--- src/rtl/ctrl_drain_fifo_if.sv ---
// Handshake bundle for ctrl_drain_fifo.
// The upstream delay line and the downstream consumer together form the
// master side. The FIFO itself is the slave side.
interface ctrl_drain_fifo_if #(
    parameter int WIDTH = 32,
    parameter int DEPTH = 16
);
    logic                       in_valid;
    logic [WIDTH-1:0]           in;
    logic [WIDTH-1:0]           out;
    logic                       out_valid;
    logic                       out_ready;
    logic                       stop;
    logic [$clog2(DEPTH+1)-1:0] count;
    logic                       overflow;

    modport master (
        output in_valid, in, out_ready,
        input  out, out_valid, stop, count, overflow
    );

    modport slave (
        input  in_valid, in, out_ready,
        output out, out_valid, stop, count, overflow
    );
endinterface

--- src/rtl/ctrl_drain_fifo.sv ---
// ctrl_drain_fifo: elastic buffer at the receiving end of the fixed-latency
// control delay line. It absorbs a non-stallable push stream into a
// (DEPTH-1)-entry circular memory plus one registered output stage, and it
// presents the words downstream with a valid/ready handshake. The stop output
// leaves LENGTH words of headroom for the words still in flight upstream.
module ctrl_drain_fifo #(
    parameter int WIDTH  = 32,
    parameter int LENGTH = 5,
    parameter int DEPTH  = 16
) (
    input  logic             clk,
    input  logic             rst,
    ctrl_drain_fifo_if.slave bus
);
    localparam int MEM_DEPTH = DEPTH - 1;
    localparam int ADDR_W    = $clog2(MEM_DEPTH);
    localparam int PTR_W     = $clog2(MEM_DEPTH) + 1;
    localparam int CNT_W     = $clog2(DEPTH + 1);

    localparam logic [PTR_W-1:0] LAST_IDX   = PTR_W'(MEM_DEPTH - 1);
    localparam logic [CNT_W-1:0] FULL_COUNT = CNT_W'(DEPTH);
    localparam logic [CNT_W-1:0] STOP_LEVEL = CNT_W'(DEPTH - LENGTH);

    logic [WIDTH-1:0] r_mem [0:MEM_DEPTH-1];
    logic [PTR_W-1:0] r_rdPtr;
    logic [PTR_W-1:0] r_wrPtr;
    logic [WIDTH-1:0] r_out;
    logic             r_outValid;
    logic [CNT_W-1:0] r_count;
    logic             r_overflow;

    logic             w_push;
    logic             w_pop;
    logic             w_load;
    logic             w_memEmpty;
    logic             w_full;
    logic             w_accept;
    logic             w_bypass;
    logic             w_memRead;
    logic             w_memWrite;
    logic [ADDR_W-1:0] w_rdAddr;
    logic [ADDR_W-1:0] w_wrAddr;

    // The memory holds every word except the one in the output register.
    // So the memory is empty exactly when count equals out_valid.
    assign w_push     = bus.in_valid;
    assign w_pop      = r_outValid && bus.out_ready;
    assign w_load     = !r_outValid || w_pop;
    assign w_memEmpty = (r_count == {{(CNT_W-1){1'b0}}, r_outValid});
    assign w_full     = (r_count == FULL_COUNT);
    assign w_accept   = w_push && (!w_full || w_pop);
    assign w_bypass   = w_load && w_memEmpty && w_accept;
    assign w_memRead  = w_load && !w_memEmpty;
    assign w_memWrite = w_accept && !w_bypass;
    assign w_rdAddr   = r_rdPtr[ADDR_W-1:0];
    assign w_wrAddr   = r_wrPtr[ADDR_W-1:0];

    assign bus.out       = r_out;
    assign bus.out_valid = r_outValid;
    assign bus.count     = r_count;
    assign bus.overflow  = r_overflow;
    assign bus.stop      = (r_count >= STOP_LEVEL);

    // Storage array. It has no reset, because only the pointers define which entries are live.
    // When the block is full and a push coincides with a pop, the write and the read share an address.
    // The output register still captures the old contents.
    always_ff @(posedge clk) begin
        if (w_memWrite && !rst) begin
            r_mem[w_wrAddr] <= bus.in;
        end
    end

    // Pointers, output stage, occupancy and sticky overflow. Reset discards any same-cycle push or pop.
    always_ff @(posedge clk) begin
        if (rst) begin
            r_rdPtr    <= '0;
            r_wrPtr    <= '0;
            r_out      <= '0;
            r_outValid <= 1'b0;
            r_count    <= '0;
            r_overflow <= 1'b0;
        end else begin
            if (w_load) begin
                if (!w_memEmpty) begin
                    r_out      <= r_mem[w_rdAddr];
                    r_outValid <= 1'b1;
                end else if (w_push) begin
                    r_out      <= bus.in;
                    r_outValid <= 1'b1;
                end else begin
                    r_outValid <= 1'b0;
                end
            end
            if (w_memRead) begin
                r_rdPtr <= (r_rdPtr == LAST_IDX) ? '0 : r_rdPtr + 1'b1;
            end
            if (w_memWrite) begin
                r_wrPtr <= (r_wrPtr == LAST_IDX) ? '0 : r_wrPtr + 1'b1;
            end
            r_count <= r_count + CNT_W'(w_accept) - CNT_W'(w_pop);
            if (w_push && !w_accept) begin
                r_overflow <= 1'b1;
            end
        end
    end
endmodule

--- src/flat_wrapper.sv ---
// flat-port wrapper written by rule: the top's interface ports become plain ports
module ctrl_drain_fifo_flat 
#(
    parameter int WIDTH  = 32,
    parameter int LENGTH = 5,
    parameter int DEPTH  = 16
)
  (clk, rst, bus_in_valid, bus_in, bus_out_ready, bus_out, bus_out_valid, bus_stop, bus_count, bus_overflow);
  ctrl_drain_fifo_if #(.WIDTH(WIDTH), .DEPTH(DEPTH)) bus_i ();
  input  logic clk;
  input  logic rst;
  input wire logic [$bits(bus_i.in_valid)-1:0] bus_in_valid;
  input wire logic [$bits(bus_i.in)-1:0] bus_in;
  input wire logic [$bits(bus_i.out_ready)-1:0] bus_out_ready;
  output wire logic [$bits(bus_i.out)-1:0] bus_out;
  output wire logic [$bits(bus_i.out_valid)-1:0] bus_out_valid;
  output wire logic [$bits(bus_i.stop)-1:0] bus_stop;
  output wire logic [$bits(bus_i.count)-1:0] bus_count;
  output wire logic [$bits(bus_i.overflow)-1:0] bus_overflow;
  assign bus_i.in_valid = bus_in_valid;
  assign bus_i.in = bus_in;
  assign bus_i.out_ready = bus_out_ready;
  assign bus_out = bus_i.out;
  assign bus_out_valid = bus_i.out_valid;
  assign bus_stop = bus_i.stop;
  assign bus_count = bus_i.count;
  assign bus_overflow = bus_i.overflow;
  ctrl_drain_fifo #(.WIDTH(WIDTH), .LENGTH(LENGTH), .DEPTH(DEPTH)) u_core (.clk(clk), .rst(rst), .bus(bus_i));
endmodule
--- config.mk ---
export PLATFORM = sky130hd
export DESIGN_NAME = ctrl_drain_fifo_flat
export DESIGN_NICKNAME = d
export VERILOG_FILES = /design/src/rtl/ctrl_drain_fifo_if.sv /design/src/rtl/ctrl_drain_fifo.sv /design/src/flat_wrapper.sv
export SDC_FILE = /design/constraint.sdc
export NUM_CORES = 1
export LEC_CHECK = 0
export BUFFER_PORTS_ARGS = -buffer_cell sky130_fd_sc_hd__buf_2
export CORE_UTILIZATION = 30
export CTS_BUF_LIST = sky130_fd_sc_hd__clkbuf_8
export DETAILED_ROUTE_END_ITERATION = 6
export PLACE_DENSITY = 0.48
export RECOVER_POWER = 25
export SYNTH_ARGS = -nofsm -noshare
export SYNTH_HDL_FRONTEND = slang
export SYNTH_SLANG_ARGS = --single-unit
--- constraint.sdc ---
create_clock -name clk -period 4.8 [get_ports clk]
set_clock_uncertainty 0.05 [all_clocks]
set_input_delay 0.48 -clock clk [delete_from_list [all_inputs] [get_ports clk]]
set_output_delay 0.48 -clock clk [all_outputs]
set_load 0.005 [all_outputs]
==> results of run 1 <==
-- sequential cells by signal, indices dropped and copies added (netlist names), named ones only --
| name | flops |
|---|---|
| u_core.bus.count | 5 |
| u_core.bus.out | 32 |
| u_core.bus.out_valid | 1 |
| u_core.bus.overflow | 1 |
| u_core.r_mem | 480 |
| u_core.r_rdPtr | 5 |
| u_core.r_wrPtr | 5 |
-- worst max-delay path: cells and delay by family, from the launching register on --
family / cells / cell delay [ps]
AND/OR/NAND/NOR: 1 / 550
flip-flops: 1 / 330
buffers and inverters: 1 / 120
AO/OA/AOI/OAI: 3 / 1640
adder cells (fa/ha/maj): 1 / 200
-- routing by layer --
metal  up-vias  share of wire, %  GRT usage (%)
met2       272                47          23.43
met5         -             0.017              0
met4         2               2.3          5.545
li1       4892                 -              -
met3        90               4.7          2.842
met1      5764                46          20.42
-- worst min-delay path by stage --
stage / endpoint / slack, ps
global route: u_core.r_mem[14][11] / 140
detailed placement: u_core.bus.overflow / 400
floorplan: u_core.bus.overflow / 410
finish: u_core.r_mem[3][0] / 160
CTS: u_core.r_mem[12][1] / 70
global placement: u_core.bus.overflow / 400
-- area by class of cell --
| cell class | instances | area, sq um | share of cell area (%) |
|---|---|---|---|
| Clock buffer | 93 | 1280 | 5.326 |
| Clock inverter | 69 | 349.1 | 1.453 |
| Tap cell | 931 | 1165 | 4.847 |
| Antenna cell | 1 | 2.502 | 0.01041 |
| Timing Repair Buffer | 105 | 606.8 | 2.525 |
| Inverter | 16 | 60.06 | 0.2499 |
| Multi-Input combinational cell | 514 | 5077 | 21.13 |
| Sequential cell | 533 | 15490 | 64.46 |
-- power by group through the flow --
stage	sequential [W]	clock, W	combinational, W
finish	0.00567	0.00370	0.00238
global route	0.00571	0.00403	0.00260
CTS	0.00568	0.00382	0.00242
detailed placement	0.00577	0	0.00241
global placement	0.00577	0	0.00240
floorplan	0.00554	0	0.00178
-- layout by cell type, fill, tap and decap left out, types with 23 or more instances in the layout --
master / instances
edfxtp_1: 480
clkbuf_8: 93
mux4_2: 82
mux2i_1: 60
inv_1: 50
buf_2: 50
dfxtp_1: 49
nor2b_1: 35
a211oi_1: 33
o22ai_1: 30
buf_4: 27
a22oi_1: 25
clkbuf_1: 25
nor2_1: 23
-- through the flow --
| stage | total power [W] | setup WS, ps |
|---|---|---|
| floorplan | 0.007315 | 711.6 |
| global placement | 0.008175 | 1782 |
| detailed placement | 0.008188 | 1750 |
| CTS | 0.01193 | 1770 |
| global route | 0.01235 | 1595 |
| finish | 0.01176 | 1804 |
-- cell families after synthesis --
family,Yosys count
xor+xnor,7
simple gates,160
mux,146
compound gates,186
flops,533
buf+inv,84
fa+ha+maj,15
==> results.md, run 1 <==
- Peak supply drop: 0.2254 mV
- P&R area growth vs syn: 15.27%
- Rel. slew slack: 13.02%
- Die width: 265.6 um
- Final hold slack: 157.6 ps
- Initial antenna violation count: 2
- Synth area leaders: edfxtp_1, mux4_2, dfxtp_1
- Worst-path clk slew: 60 ps
- Slowest cell on the critical path: o21ai_1
- NumNets Final: 1,310
- Antenna Nets Post-Route: 0
- Post-synth top cells: edfxtp_1, mux4_2, mux2i_1
- DRC viols: 0
- Clk_lat worst skew: 680 ps
- H-tree Lvls: 3
- Ratio of cells with drive above 1 in the final layout: 23.83%
- Post-Synth Adder-Cell Area: 0.9363%
- Post-Syn Instances: 1,131
- Most frequent cell after synthesis: edfxtp_1
- Post-synth ARST share: 0%
- Final WL: 51.79 mm
- Worst r2r src: u_core.bus.count[2]
- Final core area utilization: 34.98%
- DR WL/cell: 22.90 um
- Placed Cells: 2,099
- Hold path depth: 1
- Pwr dens: 489.2 mW/mm^2
- Final setup violating endpoints: 0
- CP Capture Type: flip-flop
- Vias in the first global route: 11,560
- Clock power share: 31.5%
- Compound-Gate Fraction of Synth Area: 6.344%
- Post-synth top area share: 69.14%
- CTS tree: done
- Crit Path Class: reg2reg
- DP Wirelength: 27.06 mm
- Worst EP required: 5320 ps
- Post-DP Area: 0.02243 sq mm
- Largest net degree at the start of global routing: 57
- Leak: 7.546 nW
- Mean Syn Cell Area: 18.43 sq um
- XOR/XNOR Fraction of Synth Area: 0.3301%
- Pre-Repair DR Iteration Count: 5
- GRT Util Overall: 14.88%
- Worst Hold Class: in2reg
- Max-capacitance violation count: 0
- CTS Hold Buffers Added: 0
- Global route total overflow: 0
- Period utilization: 62.42%
- Critical Path Fanout Max: 13
- Die Height: 265.6 um
- Status: completed
- DR iter-0 viols: 835
- Worst r2r path cells: 6
- Critical path cell sequence: inv_1 -> ha_1 -> or3b_1 -> o21ai_1 -> o21bai_1 -> a21oi_1
- CP Launch Type: flip-flop
- Final cell count without fillers: 2,262
- Drt via density: 4.872
- Die area: 0.07055 sq mm
- Starting Density: 30.34%
- Syn. warnings: 0
- Yosys top cell by area: edfxtp_1
- FP Rows: 96
- Synth cell types: 60
- RSZ-0062 raised after global routing: no
- Max clock buf depth: 3
- Reg-to-reg slack, setup: 1800 ps
- Final Cell Area: 0.02403 sq mm
- Worst-Margin Slew: 1296 ps
- Register share of total power: 48.2%
- Sw frac: 29.62%
- NetSw: 0.003482 W
- Via count: 11,020
- Fin. max-slew vios: 0
- Fin. Hold Viols: 0
- IO Count: 76
- Inserted Clock Buffers: 89
- Crit path time final: 2996 ps
- Synth Net Count: 1,182
- Slowest cell delay on critical path: 1060 ps
- Synth Flop Type: edfxtp_1
- Cell area after synthesis: 0.02085 sq mm
- Logic pwr share: 20.3%
- Core footprint: 0.06871 sq mm
- RePlAce Congestion: 0.7550
- Crit path arrival time: 3520 ps
- Hold path startpoint: bus_in[0]
- Post-synth EDFFs: 480
- Fillers: 6,605
- I/O Buffers: 75
- Yosys reg bits: 533
- Worst Setup SP: u_core.bus.count[2]
- First-pass GRT wire length: 77.09 mm
- Final TNS setup: 0 ps
- Mux contribution to synthesized area: 11.96%
- CTS root buf: clkbuf_8
- CTS Sinks: 533
- Sequential share of the synthesized area: 74.23%
- Fmax: 333.7 MHz
- PostCTS Resize Cnt: 0
- Int Power: 0.008274 W
- Main combinational cell family by area after synthesis: multiplexers
- Synth Area in Simple Gates: 4.255%
- # Post-CTS Setup Buffers: 0
(Power assumes the default switching activity.)
==> inputs of run 2 (changes only) <==
--- a/config.mk
+++ b/config.mk
@@ -9,7 +9,7 @@
 export CORE_UTILIZATION = 30
 export CTS_BUF_LIST = sky130_fd_sc_hd__clkbuf_8
 export DETAILED_ROUTE_END_ITERATION = 6
-export PLACE_DENSITY = 0.48
+export PLACE_DENSITY = 0.47
 export RECOVER_POWER = 25
 export SYNTH_ARGS = -nofsm -noshare
 export SYNTH_HDL_FRONTEND = slang
==> constraint.sdc (replaced) <==
create_clock -name clk -period 2.8 [get_ports clk]
set_clock_uncertainty 0.05 [all_clocks]
set_input_delay 0.28 -clock clk [delete_from_list [all_inputs] [get_ports clk]]
set_output_delay 0.28 -clock clk [all_outputs]
set_load 0.005 [all_outputs]
==> run 2 against run 1 <==
  * Flip-flop and latch count unchanged
  * Fmax increased by 16%
  * Via count increased by 3.3%
  * Register-to-register slack got worse by 1600 ps
  * Non-clock buffer count increased by 87
  * Sequential share of layout area decreased by 2.4 points
==> results.md, run 2 (synthesis gave the netlist of run 1 again) <==
- RePlAce Congestion: 0.7506
- Die width: 265.6 um
- Core footprint: 0.06871 sq mm
- Initial antenna violation count: 1
- Rel. slew slack: 25.27%
- Slowest cell on the critical path: nor2_4
- IO Count: 76
- Fmax: 385.7 MHz
- CTS root buf: clkbuf_8
- Leak: 8.022 nW
- Commonest non-fill, non-tap cell in the layout: edfxtp_1
- Antenna Nets Post-Route: 0
- DP Wirelength: 31.52 mm
- Max clock buf depth: 3
- Period utilization: 92.59%
- Largest net degree at the start of global routing: 48
- First-pass GRT wire length: 79.80 mm
- Buffers and inverters on the worst path: 3
- Worst-Margin Slew: 1118 ps
- Worst EP required: 3120 ps
- Final Cell Area: 0.02495 sq mm
- Die area: 0.07055 sq mm
- Pwr dens: 817.5 mW/mm^2
- Crit path time final: 2593 ps
- Overall power: 0.02040 W
- Die Height: 265.6 um
- Biggest register: u_core.r_mem
- Worst r2r src: u_core.bus.count[2]
- Ratio of cells with drive above 1 in the final layout: 27.18%
- Final setup violating endpoints: 0
- Worst Hold Class: in2reg
- Crit path arrival time: 2910 ps
- Global route total overflow: 0
- Final TNS setup: 0 ps
- Via count: 11,380
- Critical path cell sequence: inv_1 -> ha_2 -> nand2b_1 -> o31ai_2 -> inv_2 -> nand4b_1 -> nor2_4 -> buf_6
- Inserted Clock Buffers: 87
- Worst Setup SP: u_core.bus.count[2]
- RSZ-0062 raised after global routing: no
- Multi-input logic area: 0.005131 sq mm
- CTS Sinks: 533
- CP Launch Type: flip-flop
- CP delay by family, top: simple AND/OR/NAND/NOR gates
- Final WL: 54.21 mm
- Placed Cells: 2,151
- Fin. Hold Viols: 0
- Status: completed
- Final cell count without fillers: 2,352
- Drt via density: 4.838
- Vias in the first global route: 12,000
- H-tree Lvls: 3
- Fillers: 6,534
- Slowest cell delay on critical path: 910 ps
- Fin. max-slew vios: 0
- CP Capture Type: flip-flop
- FP Rows: 96
- Clk_lat worst skew: 670 ps
- Max reg flops: 480
- Post-DP Area: 0.02300 sq mm
- Max-capacitance violation count: 0
- DRC viols: 0
- GRT Util Overall: 15.54%
- P&R area growth vs syn: 19.69%
- Pre-Repair DR Iteration Count: 5
- DR iter-0 viols: 737
- Hold path startpoint: bus_out_ready
- NumNets Final: 1,398
- Seq. cell area: 0.01549 sq mm
- Worst-path clk slew: 60 ps
- Starting Density: 30.34%
- Critical Path Fanout Max: 25
- Crit Path Class: reg2reg
- CTS tree: done
- Peak supply drop: 0.2941 mV
- Most frequent cells in the layout: edfxtp_1, clkbuf_8, mux4_2
- DR WL/cell: 23.05 um
- I/O Buffers: 75
run 2: cell count changes in the layout (fill, tap and decap cells not counted), moves of 3 or more:
| cell | delta |
|---|---|
| nor3_2 | -5 |
| inv_1 | +5 |
| dlygate4sd3_1 | +33 |
| buf_2 | +3 |
| clkinv_2 | +9 |
| clkinv_1 | -12 |
| buf_12 | +13 |
| clkbuf_1 | -3 |
| nor3_4 | +5 |
| buf_4 | +39 |
| nor2_2 | +3 |
run 2: final cells by class:
class,count,area share (%)
inverters,16,0.2407
clock buffers,94,5.185
clock inverters,68,1.168
repair buffers,192,6.078
multi-input cells,517,20.56
well taps,931,4.669
flip-flops and latches,533,62.09
diodes,1,0.01003
run 2: what timing repair did:
item / CTS / global route
hold endpoints to repair: 496 / 0
hold buffers: 33 / 0
pin swaps: 1 / 4
gates cloned: 1 / 2
endpoints found under the setup margin: 21 / 59
buffers inserted: 0 / 2
gates resized for setup: 2 / 4
run 2: stage by stage:
| stage | hold WS [ps] | util, % | worst slack, ps |
|---|---|---|---|
| 6_report | 140.3 | 36.32 | 207.4 |
| 5_1_grt | 137.6 | 36.32 | 0.9155 |
| 4_1_cts | 89.09 | 36.28 | 10.62 |
| 3_5_place_dp | 424.8 | 33.47 | 1.508 |
| 3_3_place_gp | 402.0 | 33.47 | 21.10 |
| 2_1_floorplan | 328.9 | - | -366.8 |
run 2: path summary, 6_finish.rpt:
kind,endpoint,slack [ps],cells past startpoint
setup / recovery,u_core.r_mem[13][4],210,8
hold / removal,u_core.bus.overflow,140,5
setup reg to reg,u_core.r_mem[13][4],210,8
hold reg to reg,u_core.bus.overflow,430,2
run 2: layer usage:
metal	up-vias	share of wire [%]	track usage, %
li1	5069	-	-
met1	5919	45	20.87
met2	311	48	25.15
met3	80	5.2	2.953
met4	0	2.0	5.421
met5	-	0	0
run 2: worst register-to-register path: stages (launching register included):
cell and delay, ps:
dfxtp_1 330, inv_1 60, ha_2 190, nand2b_1 110
o31ai_2 100, inv_2 90, nand4b_1 230, nor2_4 910
buf_6 240
run 2: power breakdown:
group / switching [W] / leakage, nW / internal [W]
clock: 0.00308 / 0.983 / 0.00311
combinational: 0.00257 / 2.28 / 0.00211
sequential: 0.000418 / 4.76 / 0.00911
total: 0.00607 / 8.02 / 0.0143
